<file path="config.mk">
export PLATFORM = sky130hd
export DESIGN_NAME = pipeline_hazard_ctrl
export DESIGN_NICKNAME = d
export VERILOG_FILES = /design/src/rtl/pipeline_hazard_ctrl_pkg.sv /design/src/rtl/pipeline_hazard_ctrl_sat_counter.sv /design/src/rtl/pipeline_hazard_ctrl.sv
export SDC_FILE = /design/constraint.sdc
export NUM_CORES = 1
export LEC_CHECK = 0
export CAP_MARGIN = 20
export CORE_MARGIN = 1.5
export CORE_UTILIZATION = 52
export DETAILED_ROUTE_END_ITERATION = 6
export PLACE_DENSITY = 0.95
export SETUP_SLACK_MARGIN = 0.15
export SLEW_MARGIN = 40
export SYNTH_ARGS = -nofsm -noshare
export SYNTH_HDL_FRONTEND = slang
export SYNTH_SLANG_ARGS = --single-unit
</file>
<file path="constraint.sdc">
create_clock -name clk -period 4.3 [get_ports clk]
set_clock_uncertainty 0.15 [all_clocks]
set_input_delay 1.29 -clock clk [delete_from_list [all_inputs] [get_ports clk]]
set_output_delay 1.29 -clock clk [all_outputs]
set_load 0.005 [all_outputs]
</file>
<file path="src/rtl/pipeline_hazard_ctrl_pkg.sv">
// Shared types and constants for the pipeline hazard sequencer.
package pipeline_ctrl_pkg;

  typedef enum logic [1:0] {
    RUN      = 2'd0,
    MEM_WAIT = 2'd1,
    MEM_ERR  = 2'd2
  } pctl_state_t;

  localparam int unsigned XZR = 31;

endpackage

</file>
<file path="src/rtl/pipeline_hazard_ctrl_sat_counter.sv">
// Saturating up-counter with synchronous clear; holds at all-ones.
module sat_counter #(
  parameter int unsigned W = 32
) (
  input  logic         clk,
  input  logic         rst_n,
  input  logic         en,
  input  logic         clr,
  output logic [W-1:0] count
);

  logic [W-1:0] count_q;
  logic [W-1:0] count_d;

  always_comb begin
    count_d = count_q;
    if (clr) begin
      count_d = '0;
    end else if (en && (count_q != {W{1'b1}})) begin
      count_d = count_q + W'(1);
    end
  end

  always_ff @(posedge clk or negedge rst_n) begin
    if (!rst_n) begin
      count_q <= '0;
    end else begin
      count_q <= count_d;
    end
  end

  assign count = count_q;

endmodule

</file>
<file path="src/rtl/pipeline_hazard_ctrl.sv">
// Pipeline sequencer: load-use / flag-use bubbles, taken-branch flushes,
// data-memory wait with timeout, and saturating stall/flush counters.
module pipeline_hazard_ctrl
  import pipeline_ctrl_pkg::*;
#(
  parameter int unsigned REG_W       = 5,
  parameter int unsigned CNT_W       = 32,
  parameter int unsigned MEM_TIMEOUT = 16,
  parameter int unsigned ZERO_REG    = XZR
) (
  input  logic             clk,
  input  logic             reset,
  input  logic [REG_W-1:0] id_rn,
  input  logic [REG_W-1:0] id_rm,
  input  logic             id_uses_rn,
  input  logic             id_uses_rm,
  input  logic             id_flag_br,
  input  logic             ex_memread,
  input  logic [REG_W-1:0] ex_destreg,
  input  logic             ex_setflags,
  input  logic             mem_br_taken,
  input  logic             mem_access,
  input  logic             dmem_ready,
  output logic             pc_en,
  output logic             ifde_en,
  output logic             idex_en,
  output logic             exmem_en,
  output logic             memwb_en,
  output logic             ifde_flush,
  output logic             idex_flush,
  output logic             exmem_flush,
  output logic             mem_err,
  output logic [1:0]       state_o,
  output logic [CNT_W-1:0] stall_count,
  output logic [CNT_W-1:0] flush_count
);

  localparam int unsigned WC_W = $clog2(MEM_TIMEOUT);
  localparam logic [WC_W-1:0] WAIT_LAST = WC_W'(MEM_TIMEOUT - 1);

  pctl_state_t     state_q, state_d;
  logic [WC_W-1:0] wait_q, wait_d;
  logic            err_q, err_d;

  logic       mem_stall;
  logic       load_use, flag_use, run_rules;
  logic [4:0] en_v;
  logic [2:0] fl_v;
  logic       flush_evt, stall_evt;

  assign mem_stall = mem_access & ~dmem_ready;

  always_ff @(posedge clk or negedge reset) begin
    if (!reset) begin
      state_q <= RUN;
      wait_q  <= '0;
      err_q   <= 1'b0;
    end else begin
      state_q <= state_d;
      wait_q  <= wait_d;
      err_q   <= err_d;
    end
  end

  // A ready memory beats the timeout when both land on the same cycle.
  always_comb begin
    state_d = state_q;
    wait_d  = wait_q;
    err_d   = err_q;
    unique case (state_q)
      RUN: begin
        if (mem_stall) begin
          state_d = MEM_WAIT;
          wait_d  = WC_W'(1);
        end
      end
      MEM_WAIT: begin
        if (dmem_ready) begin
          state_d = RUN;
        end else if (wait_q == WAIT_LAST) begin
          state_d = MEM_ERR;
          err_d   = 1'b1;
        end else begin
          wait_d = wait_q + WC_W'(1);
        end
      end
      MEM_ERR: begin
        state_d = MEM_ERR;
      end
      default: begin
        state_d = RUN;
      end
    endcase
  end

  // Enable vector order: {pc, ifde, idex, exmem, memwb}; flush: {ifde, idex, exmem}.
  always_comb begin
    load_use = ex_memread && (ex_destreg != REG_W'(ZERO_REG)) &&
               ((id_uses_rn && (id_rn == ex_destreg)) ||
                (id_uses_rm && (id_rm == ex_destreg)));
    flag_use  = ex_setflags & id_flag_br;
    run_rules = (state_q == RUN) || ((state_q == MEM_WAIT) && dmem_ready);
    en_v      = 5'b00000;
    fl_v      = 3'b000;
    flush_evt = 1'b0;
    if (run_rules && !mem_stall) begin
      if (mem_br_taken) begin
        en_v      = 5'b11111;
        fl_v      = 3'b111;
        flush_evt = 1'b1;
      end else if (load_use || flag_use) begin
        en_v = 5'b00111;
        fl_v = 3'b010;
      end else begin
        en_v = 5'b11111;
      end
    end
    if (!reset) begin
      en_v      = 5'b00000;
      fl_v      = 3'b000;
      flush_evt = 1'b0;
    end
  end

  assign stall_evt = reset && (state_q != MEM_ERR) && !en_v[4];

  assign {pc_en, ifde_en, idex_en, exmem_en, memwb_en} = en_v;
  assign {ifde_flush, idex_flush, exmem_flush}         = fl_v;
  assign mem_err = err_q;
  assign state_o = state_q;

  sat_counter #(.W(CNT_W)) u_stall_cnt (
    .clk   (clk),
    .rst_n (reset),
    .en    (stall_evt),
    .clr   (1'b0),
    .count (stall_count)
  );

  sat_counter #(.W(CNT_W)) u_flush_cnt (
    .clk   (clk),
    .rst_n (reset),
    .en    (flush_evt),
    .clr   (1'b0),
    .count (flush_count)
  );

endmodule

</file>
### Word-level counts from Yosys, hierarchy flattened

Cells that the tools add are included.

| word-level totals | value |
|---|---|
| register bits after elaboration | 71 |
| input port bits | 25 |
| output and inout port bits | 75 |
| word-level logic and storage cells | 63 |

| cells by class | value |
|---|---|
| add/sub/neg operators | 3 |
| equality and inequality tests | 13 |
| muxes and demuxes | 19 |
| bitwise gates (word level) | 3 |
| reduce and logical (&&, ||, !) cells | 20 |

Operator list:

| cell | number |
|---|---|
| $add A32 B1 Y32 const B | 2 |
| $ne A32 B32 Y1 const B | 2 |
| $mux W5 | 4 |
| $mux W4 | 3 |
| $eq A5 B5 Y1 | 2 |
| $logic_and A1 B1 Y1 | 10 |
| $mux W3 | 3 |
| $mux W2 | 4 |
| $ne A2 B2 Y1 const B | 4 |
| $pmux W4 S2 | 1 |
| $pmux W2 S3 | 1 |
| $ne A5 B5 Y1 const B | 1 |
| $add A4 B1 Y4 const B | 1 |
| $eq A4 B4 Y1 const B | 1 |
| $reduce_and A4 Y1 | 1 |
| $logic_or A1 B1 Y1 | 3 |
| $mux W1 | 3 |
| $ne A3 B3 Y1 const B | 1 |
| $reduce_and A3 Y1 | 1 |
| $and A1 B1 Y1 | 2 |
| $eq A2 B1 Y1 const B | 1 |
| $eq A2 B2 Y1 const B | 1 |
| $logic_not A1 Y1 | 2 |
| $logic_not A2 Y1 | 1 |
| other kinds (3) | 3 |

### Depth between registers and ports, before layout

Gate-level depths: netlist of the first run.

| logic depth | value |
|---|---|
| word-level depth | 12 |
| mapped depth | 8 |
| mapped depth without buffers | 7 |

### Modules after synthesis

A second synthesis of the first run with hierarchy kept.

| second synthesis, totals | value |
|---|---|
| cells, all modules | 461 |
| area total of the unflattened synthesis | 4,266.6 um2 |

Modules (own cells, without submodules):

| module | times used | cells an instance | area an instance (um2) | seq. area each (um2) |
|---|---|---|---|---|
| sat_counter | 2 | 198 | 1,854.3 | 800.8 |
| pipeline_hazard_ctrl | 1 | 65 | 558.0 | 175.2 |

### Worst setup path before layout of the first run

No wires, ideal clock.

| path | value |
|---|---|
| path type | input port to output port |
| start | input port ex_destreg[1] |
| end | output port pc_en |
| arrival | 2.129 ns |
| data required time | 2.860 ns |
| slack | 0.731 ns |
| cell stages on the path | 7 |
| buffers on the path | 1 |
| path through | xnor2_1 nand4_1 o22ai_1 a22oi_1 nor2_1 nor2_1 buf_4 |

| between the ends | value |
|---|---|
| word-level cells in the longest chain between the ends | 9 |
| elaborated cells on any way between the ends | 13 |
| classes of those cells | eq/ne (3); mux (4); reduce/logical (6) |

RTL lines:

| element | line | text |
|---|---|---|
| start: declaration | pipeline_hazard_ctrl.sv:19 | `input logic [REG_W-1:0] ex_destreg,` |
| $eq A5 B5 Y1, on equally long branches | pipeline_hazard_ctrl.sv:99, pipeline_hazard_ctrl.sv:100 |  |
| $logic_and A1 B1 Y1, on equally long branches | pipeline_hazard_ctrl.sv:99, pipeline_hazard_ctrl.sv:100 |  |
| $logic_or A1 B1 Y1 | pipeline_hazard_ctrl.sv:99 | `((id_uses_rn && (id_rn == ex_destreg)) \|\|` |
| $logic_and A1 B1 Y1 (*) | pipeline_hazard_ctrl.sv:98 | `load_use = ex_memread && (ex_destreg != REG_W'(ZERO_REG)) &&` |
| $logic_or A1 B1 Y1 (*) | pipeline_hazard_ctrl.sv:111 | `end else if (load_use \|\| flag_use) begin` |
| $mux W5 (*) | pipeline_hazard_ctrl.sv:111 |  |
| $mux W5 (*) | pipeline_hazard_ctrl.sv:107 | `if (mem_br_taken) begin` |
| $mux W5 (*) | pipeline_hazard_ctrl.sv:106 | `if (run_rules && !mem_stall) begin` |
| $mux W5 (*) | pipeline_hazard_ctrl.sv:118 | `if (!reset) begin` |
| end: declaration | pipeline_hazard_ctrl.sv:24 | `output logic pc_en,` |

Every way passes the cells marked *; elsewhere a longest branch is shown, timed or not.

### Worst setup path in the final report of the first run

| path | value |
|---|---|
| start | input port mem_access |
| end | output port exmem_en |

| between the ends | value |
|---|---|
| word-level cells in the longest chain between the ends | 5 |

RTL lines:

| element | line | text |
|---|---|---|
| start: declaration | pipeline_hazard_ctrl.sv:22 | `input logic mem_access,` |
| $and A1 B1 Y1 | pipeline_hazard_ctrl.sv:51 | `assign mem_stall = mem_access & ~dmem_ready;` |
| $logic_not A1 Y1 | pipeline_hazard_ctrl.sv:106 |  |
| $logic_and A1 B1 Y1 | pipeline_hazard_ctrl.sv:106 |  |
| $mux W5 | pipeline_hazard_ctrl.sv:106 |  |
| $mux W5 | pipeline_hazard_ctrl.sv:118 |  |
| end: declaration | pipeline_hazard_ctrl.sv:27 | `output logic exmem_en,` |

Every way passes these cells.

==> results of run 1 <==
## worst paths after layout
path                       startpoint                    end  cells past startpoint
setup reg to reg           state_o[0]  u_flush_cnt.count[31]                      8
setup / recovery           mem_access               exmem_en                      5
hold / removal                mem_err                mem_err                      1
max in group asynchronous       reset   u_flush_cnt.count[6]                      2
min in group asynchronous       reset              wait_q[0]                      2
hold reg to reg               mem_err                mem_err                      1
## per-stage QoR
stage                     cells  worst slack, ns  utilization
after floorplan             351           0.7312            -
after global placement      527          -0.1743       0.6946
after detailed placement    527          -0.2906       0.6946
after CTS                   547           0.1416       0.7309
after global routing        550           0.1520       0.7370
final                       550           0.2215       0.7370
## state kept, by name (all words and copies together), names as in the netlist
register	count
u_stall_cnt.count	32
u_flush_cnt.count	32
mem_err	1
state_o	2
wait_q	4
## kinds of logic (layout without fill, tap and decap cells)
family / count (synthesis) / in the layout / synth area share
AND/OR/NAND/NOR: 163 / 163 / 0.2579
AO/OA/AOI/OAI: 18 / 18 / 0.03146
flip-flops: 71 / 71 / 0.4908
XOR/XNOR: 72 / 72 / 0.1742
buffers and inverters: 22 / 141 / 0.02938
adder cells (fa/ha/maj): 3 / 3 / 0.01037
multiplexers: 2 / 2 / 0.005876
## worst max-delay path, delay by kind of cell
family / cells / cell delay (ns)
compound gates: 1 / 0.15
buf+inv: 3 / 1.05
simple gates: 1 / 0.15
## cell type report
| type | instances | area [um2] |
|---|---|---|
| Multi-Input combinational cell | 258 | 1752 |
| Sequential cell | 71 | 1777 |
| Clock buffer | 10 | 127.6 |
| Tap cell | 80 | 100.1 |
| Inverter | 13 | 48.80 |
| Clock inverter | 6 | 93.84 |
| Timing Repair Buffer | 112 | 1081 |
| Fill cell | 461 | 1777 |
## routing by layer
metal | vias up | part of all wire
li1 | 1463 | -
met1 | 1514 | 0.40
met2 | 142 | 0.52
met3 | 30 | 0.056
met4 | 0 | 0.027
met5 | - | 0
## power groups by stage
stage | sequential [mW] | combinational (mW) | clock [mW]
final | 0.821 | 0.318 | 0.590
after global routing | 0.831 | 0.353 | 0.627
after global placement | 0.827 | 0.303 | 0
after floorplan | 0.817 | 0.130 | 0
after detailed placement | 0.831 | 0.317 | 0
after CTS | 0.820 | 0.319 | 0.599
## cells in the final DEF, fill, tap and decap left out, types with 2 or more instances in the layout
cell type and count:
nor3_1 13, clkbuf_8 9, a21oi_1 4, nor4_1 12
nor2_1 16, nand4_1 21, nor4b_1 2, a21oi_2 2
and3_1 7, nand3_1 23, clkdlybuf4s50_1 78, inv_2 2
buf_4 13, nand2_1 37, ha_1 3, clkinv_4 2
xnor2_1 43, bufinv_16 2, o21ai_1 2, nor2_2 2
or3_1 5, dfrtp_1 71, dlygate4sd2_1 8, nor3_2 2
nand2b_1 3, inv_1 11, and4_1 3, o21ai_0 2
buf_2 2, nand4b_1 2, a31oi_1 2, xor2_1 29
clkbuf_2 2, dlymetal6s2s_1 9
## what timing repair did
action | CTS | global route
resized for setup | 18 | 15
setup endpoints to repair | 8 | 6
setup buffers | 4 | 3
pin swaps | 7 | 13
endpoints found under the hold margin | 0 | 0
==> run metrics, run 1 <==
final weighted congestion in routability-driven placement=0.8422; final max-slew violation count=0; synth top area cells=dfrtp_1 49%, xnor2_1 10%, xor2_1 7.0%; all-layer global routing usage=0.2521; first-pass iteration count of the detailed router=4; RSZ-0062 raised after global routing=false; Num CTS Buffers=9; initial core utilization=0.5357; I/O Buffers=99; YS warnings=0; #FFs+latches synth=71; Max-cap violations=0; Worst EP arrival=2.64 ns; P&R area growth vs syn=37.57%; CTS tree=built; Antenna Cells=0; CP required=2.86 ns; status=finished clean; first-pass GRT wire length=14640 um; Pwr Total=1.729 mW; distinct cell type count after synthesis=51; hold_buf cts=0; Logic pwr share=0.184; Commonest cells post-synth=71 x dfrtp_1, 43 x xnor2_1, 37 x nand2_1; CP max FO=4; clock network fraction of total power=0.341; Synth area leader=dfrtp_1; Routed Antenna Nets=0; Hold WS=0.3300 ns; met3 usage in global routing=0.04952; final setup TNS=0 ns; placed cell areas=4693 um2; Bufs on Longest Clock Path=2; crit-path cells=clkdlybuf4s50_1, o21bai_2, nand3b_1, inv_2, clkdlybuf4s50_1; Syn Inst Count=351; Pint=1.252 mW; synthesized area=3620 um2; Pleak=2.286 nW; io pins=100; hpwl dp=6368 um; Core Region=6756 um2; Relative slew margins=0.5240; f_max=245.2 MHz; fin nets=493; initial antenna violation count=0; WS Path Type=input pin to primary output; setup violators final=0; Root Buffer=clkbuf_8; syn_nets=379; std cell rows=30; grt ovf=0; Die ar.=7470 um2; Worst-Skew Late Latency=0.34 ns; CTS clock-pin slew for the worst setup and hold paths=0.08 ns; layout cell share with drive strength beyond 1=0.1149; peak supply drop=0.2790 mV; DRT iter0 DRCs=156; Worst Tran Pin Value=0.7135 ns; grt met1 use=0.3055; final worst path period share=0.9485; most common cell in the netlist=dfrtp_1; Async SR Flop Fraction=1.000; Routed WL=9157 um; endpoint class of the critical path=primary output; M2 GR Usage=0.4318; DR vias=3149; DRC=0; slowest cell delay on critical path=0.51 ns; CP max-delay cell=clkdlybuf4s50_1; Startpoint Class=input pin; Hold Vio Cnt, Final=0; Net Switching=477.1 uW; CTS Sinks=71; GRT Max-Usage Layer=met2; Power Dens Cells=347.3 nW/um2; Design Area, Final=4980 um2; area share of the largest cell type after synthesis=0.4908; largest net degree at the start of global routing=55; Period minus WS final=4.078 ns; CP most frequent cell=clkdlybuf4s50_1; DR WL/cell=16.65 um; sequential-to-total area share from yosys stat=0.4908; Main synth FF type=dfrtp_1; Vias/cell=5.725; Sw Ratio=0.2759; worst reg2reg setup slack=1.56 ns; sequential fraction of design power=0.475; htree depth=3; HP Class=flop to flop; vias in the first global route=3087; Die Ht=86.43 um; Mean Syn Cell Area=10.31 um2; number of synthesized flops with an enable pin=0; Chip Width=86.43 um
Power figures use the tool's default switching activity.
==> run 2: changes to the inputs <==
Settings changed: CORE_UTILIZATION 52 to 48, GPL_ROUTABILITY_DRIVEN from default to 0, PLACE_DENSITY 0.95 to 0.91.
==> run 2 against run 1 <==
  * Worst hold slack better by 0.014 ns
  * Critical path type unchanged
  * Total power up 11%
  * Clock-buffer cell count down 1
  * Largest power group unchanged
  * Cell count grew 3.3%
  * Setup slack got worse by 0.014 ns
  * Via count up 3.0%
  * Routed wire length is 6.1% higher
  * Critical path depth rose by 3
  * Maximum frequency fell by 0.33%
  * Global-route usage down 1.0 points
==> run metrics, run 2 (same netlist as run 1, synthesis figures left out) <==
hold path cells=1 (unchanged); grt met1 use=0.2922 (-0.01334); WS Path Type=input pin to primary output; f_max=244.4 MHz (-0.33%); Die Ht=89.84 um (+3.9%); FILL cells=560 (+21%); io pins=100 (unchanged); initial antenna violation count=0 (unchanged); Hold Vio Cnt, Final=0 (unchanged); layout cell share with drive strength beyond 1=0.1173 (+0.002377); hpwl dp=6555 um (+2.9%); Worst EP arrival=2.65 ns (about the same); final core utilization=0.6949 (-0.04212); Core Region=7292 um2 (+7.9%); first-pass iteration count of the detailed router=5 (+1); Die ar.=8071 um2 (+8.0%); Max-cap violations=0 (unchanged); DRC=0 (unchanged); HP Class=flop to flop; Pleak=2.289 nW (+0.12%); clock network fraction of total power=0.400 (+0.059); P&R area growth vs syn=39.99%; CP required=2.86 ns (about the same); terminus of the critical flop-to-flop path=u_flush_cnt.count[31]; I/O Buffers=99 (unchanged); Worst R2R Path Depth=8 (unchanged); CTS tree=built; Routed Antenna Nets=0 (unchanged); std cell rows=31 (+3.3%); Non-Filler Instances=568 (+3.3%); initial core utilization=0.4964 (-0.03934); Net Switching=486.9 uW (+2.0%); met3 usage in global routing=0.04569 (-0.003839); sequential fraction of design power=0.431 (-0.044); GRT Max-Usage Layer=met2; htree depth=3 (unchanged); all-layer global routing usage=0.2421 (-0.01005); largest net degree at the start of global routing=71 (+29%); setup violators final=0 (unchanged); Num CTS Buffers=9 (unchanged); Sw Ratio=0.2543 (-0.02157); Power Dens Cells=377.8 nW/um2 (+8.8%); CP max FO=3 (-1); first-pass GRT wire length=15610 um (+6.6%); commonest non-fill, non-tap cell in the layout=clkdlybuf4s50_1; Critical Path Source=ex_destreg[4]; dpl cells=545 (+3.4%); CTS clock-pin slew for the worst setup and hold paths=0.07 ns (about the same); Pwr Total=1.914 mW (+11%); Hold Path Sink=u_stall_cnt.count[20]; Startpoint Class=input pin; commonest non-fill, non-tap cells in the layout=82 x clkdlybuf4s50_1, 71 x dfrtp_1, 42 x xnor2_1; final max-slew violation count=0 (unchanged); vias in the first global route=3256 (+5.5%); Vias/cell=5.713 (-0.22%); worst reg2reg setup slack=1.56 ns (about the same); Chip Width=89.84 um (+3.9%); Bufs on Longest Clock Path=2 (unchanged); Hold Startpoint=u_stall_cnt.count[20]; peak supply drop=0.3431 mV (+23%); status=finished clean; Antenna Cells=0 (unchanged); endpoint class of the critical path=primary output; placed cell areas=4713 um2 (+0.43%); DR vias=3245 (+3.0%); Relative slew margins=0.5155 (-0.008489); Root Buffer=clkbuf_8; DRT iter0 DRCs=121 (-22%); fin nets=492 (-0.20%); final worst path period share=0.9517 (+0.003177); Period minus WS final=4.092 ns (+0.01366 ns); Worst Tran Pin Value=0.7262 ns (+0.01272 ns); Worst-Skew Late Latency=0.34 ns (about the same); Routed WL=9715 um (+6.1%); Pint=1.427 mW (+14%); M2 GR Usage=0.3989 (-0.03296); grt ovf=0 (unchanged); Design Area, Final=5067 um2 (+1.8%); CTS Sinks=71 (unchanged); Logic pwr share=0.169 (-0.015); R2R Path Start=state_o[0]; RSZ-0062 raised after global routing=false; DR WL/cell=17.10 um (+2.7%)
[run 2: cell types whose count changed in the layout (fill, tap and decap cells not counted), moves of 2 or more]
cell | previous run | this run
clkdlybuf4s50_1 | 78 | 82
buf_4 | 13 | 11
dlymetal6s2s_1 | 9 | 5
bufinv_16 | 2 | 5
[run 2: worst max-delay path by stage]
stage	slack (ns)	end
floorplan	0.73	pc_en
global placement	-0.24	pc_en
detailed placement	-0.31	idex_flush
CTS	0.13	idex_flush
global route	0.15	pc_en
finish	0.21	pc_en
[run 2: worst max-delay path, stage by stage]
cell	delay (ns)
dlygate4sd2_1	0.29
xnor2_1	0.25
nand4_1	0.18
o22ai_2	0.23
a22oi_2	0.09
nor2_1	0.12
nor2_1	0.06
buf_2	0.14
[run 2: layout make-up]
type                            count  area [um2]  area share
Sequential cell                    71        1777      0.3506
Multi-Input combinational cell    258        1759      0.3472
Timing Repair Buffer              111        1067      0.2106
Clock inverter                      7       167.7     0.03309
Clock buffer                        9       123.9     0.02444
Tap cell                           99       123.9     0.02444
Inverter                           13       48.80    0.009630
[run 2: power by group through the flow]
stage / combinational, mW / sequential, mW / clock (mW)
final: 0.324 / 0.824 / 0.767
after global placement: 0.302 / 0.826 / 0
after detailed placement: 0.317 / 0.831 / 0
after global routing: 0.355 / 0.834 / 0.801
after CTS: 0.325 / 0.822 / 0.771
after floorplan: 0.130 / 0.817 / 0
[run 2: per-layer routing]
metal  vias to the layer above  wire length, um
met1                      1575             3764
met2                       167             4861
met5                         -                0
met3                        46              631
met4                         0              458
li1                       1457                -
[run 2: what timing repair did]
item                                    in CTS  in global routing
buffers inserted                             5                  2
endpoints found under the setup margin       8                  6
hold buffers                                 0                  0
gates resized for setup                     18                 12
pin swaps                                    7                  9
[run 2: per-stage QoR]
step,TNS (ns),hold WS (ns),setup slack (ns)
6_report,0,0.3442,0.2079
5_1_grt,0,0.3648,0.1528
4_1_cts,0,0.3464,0.1269
3_5_place_dp,-0.8643,0.3348,-0.3116
3_3_place_gp,-0.6387,0.3100,-0.2427
2_1_floorplan,0,0.3090,0.7312
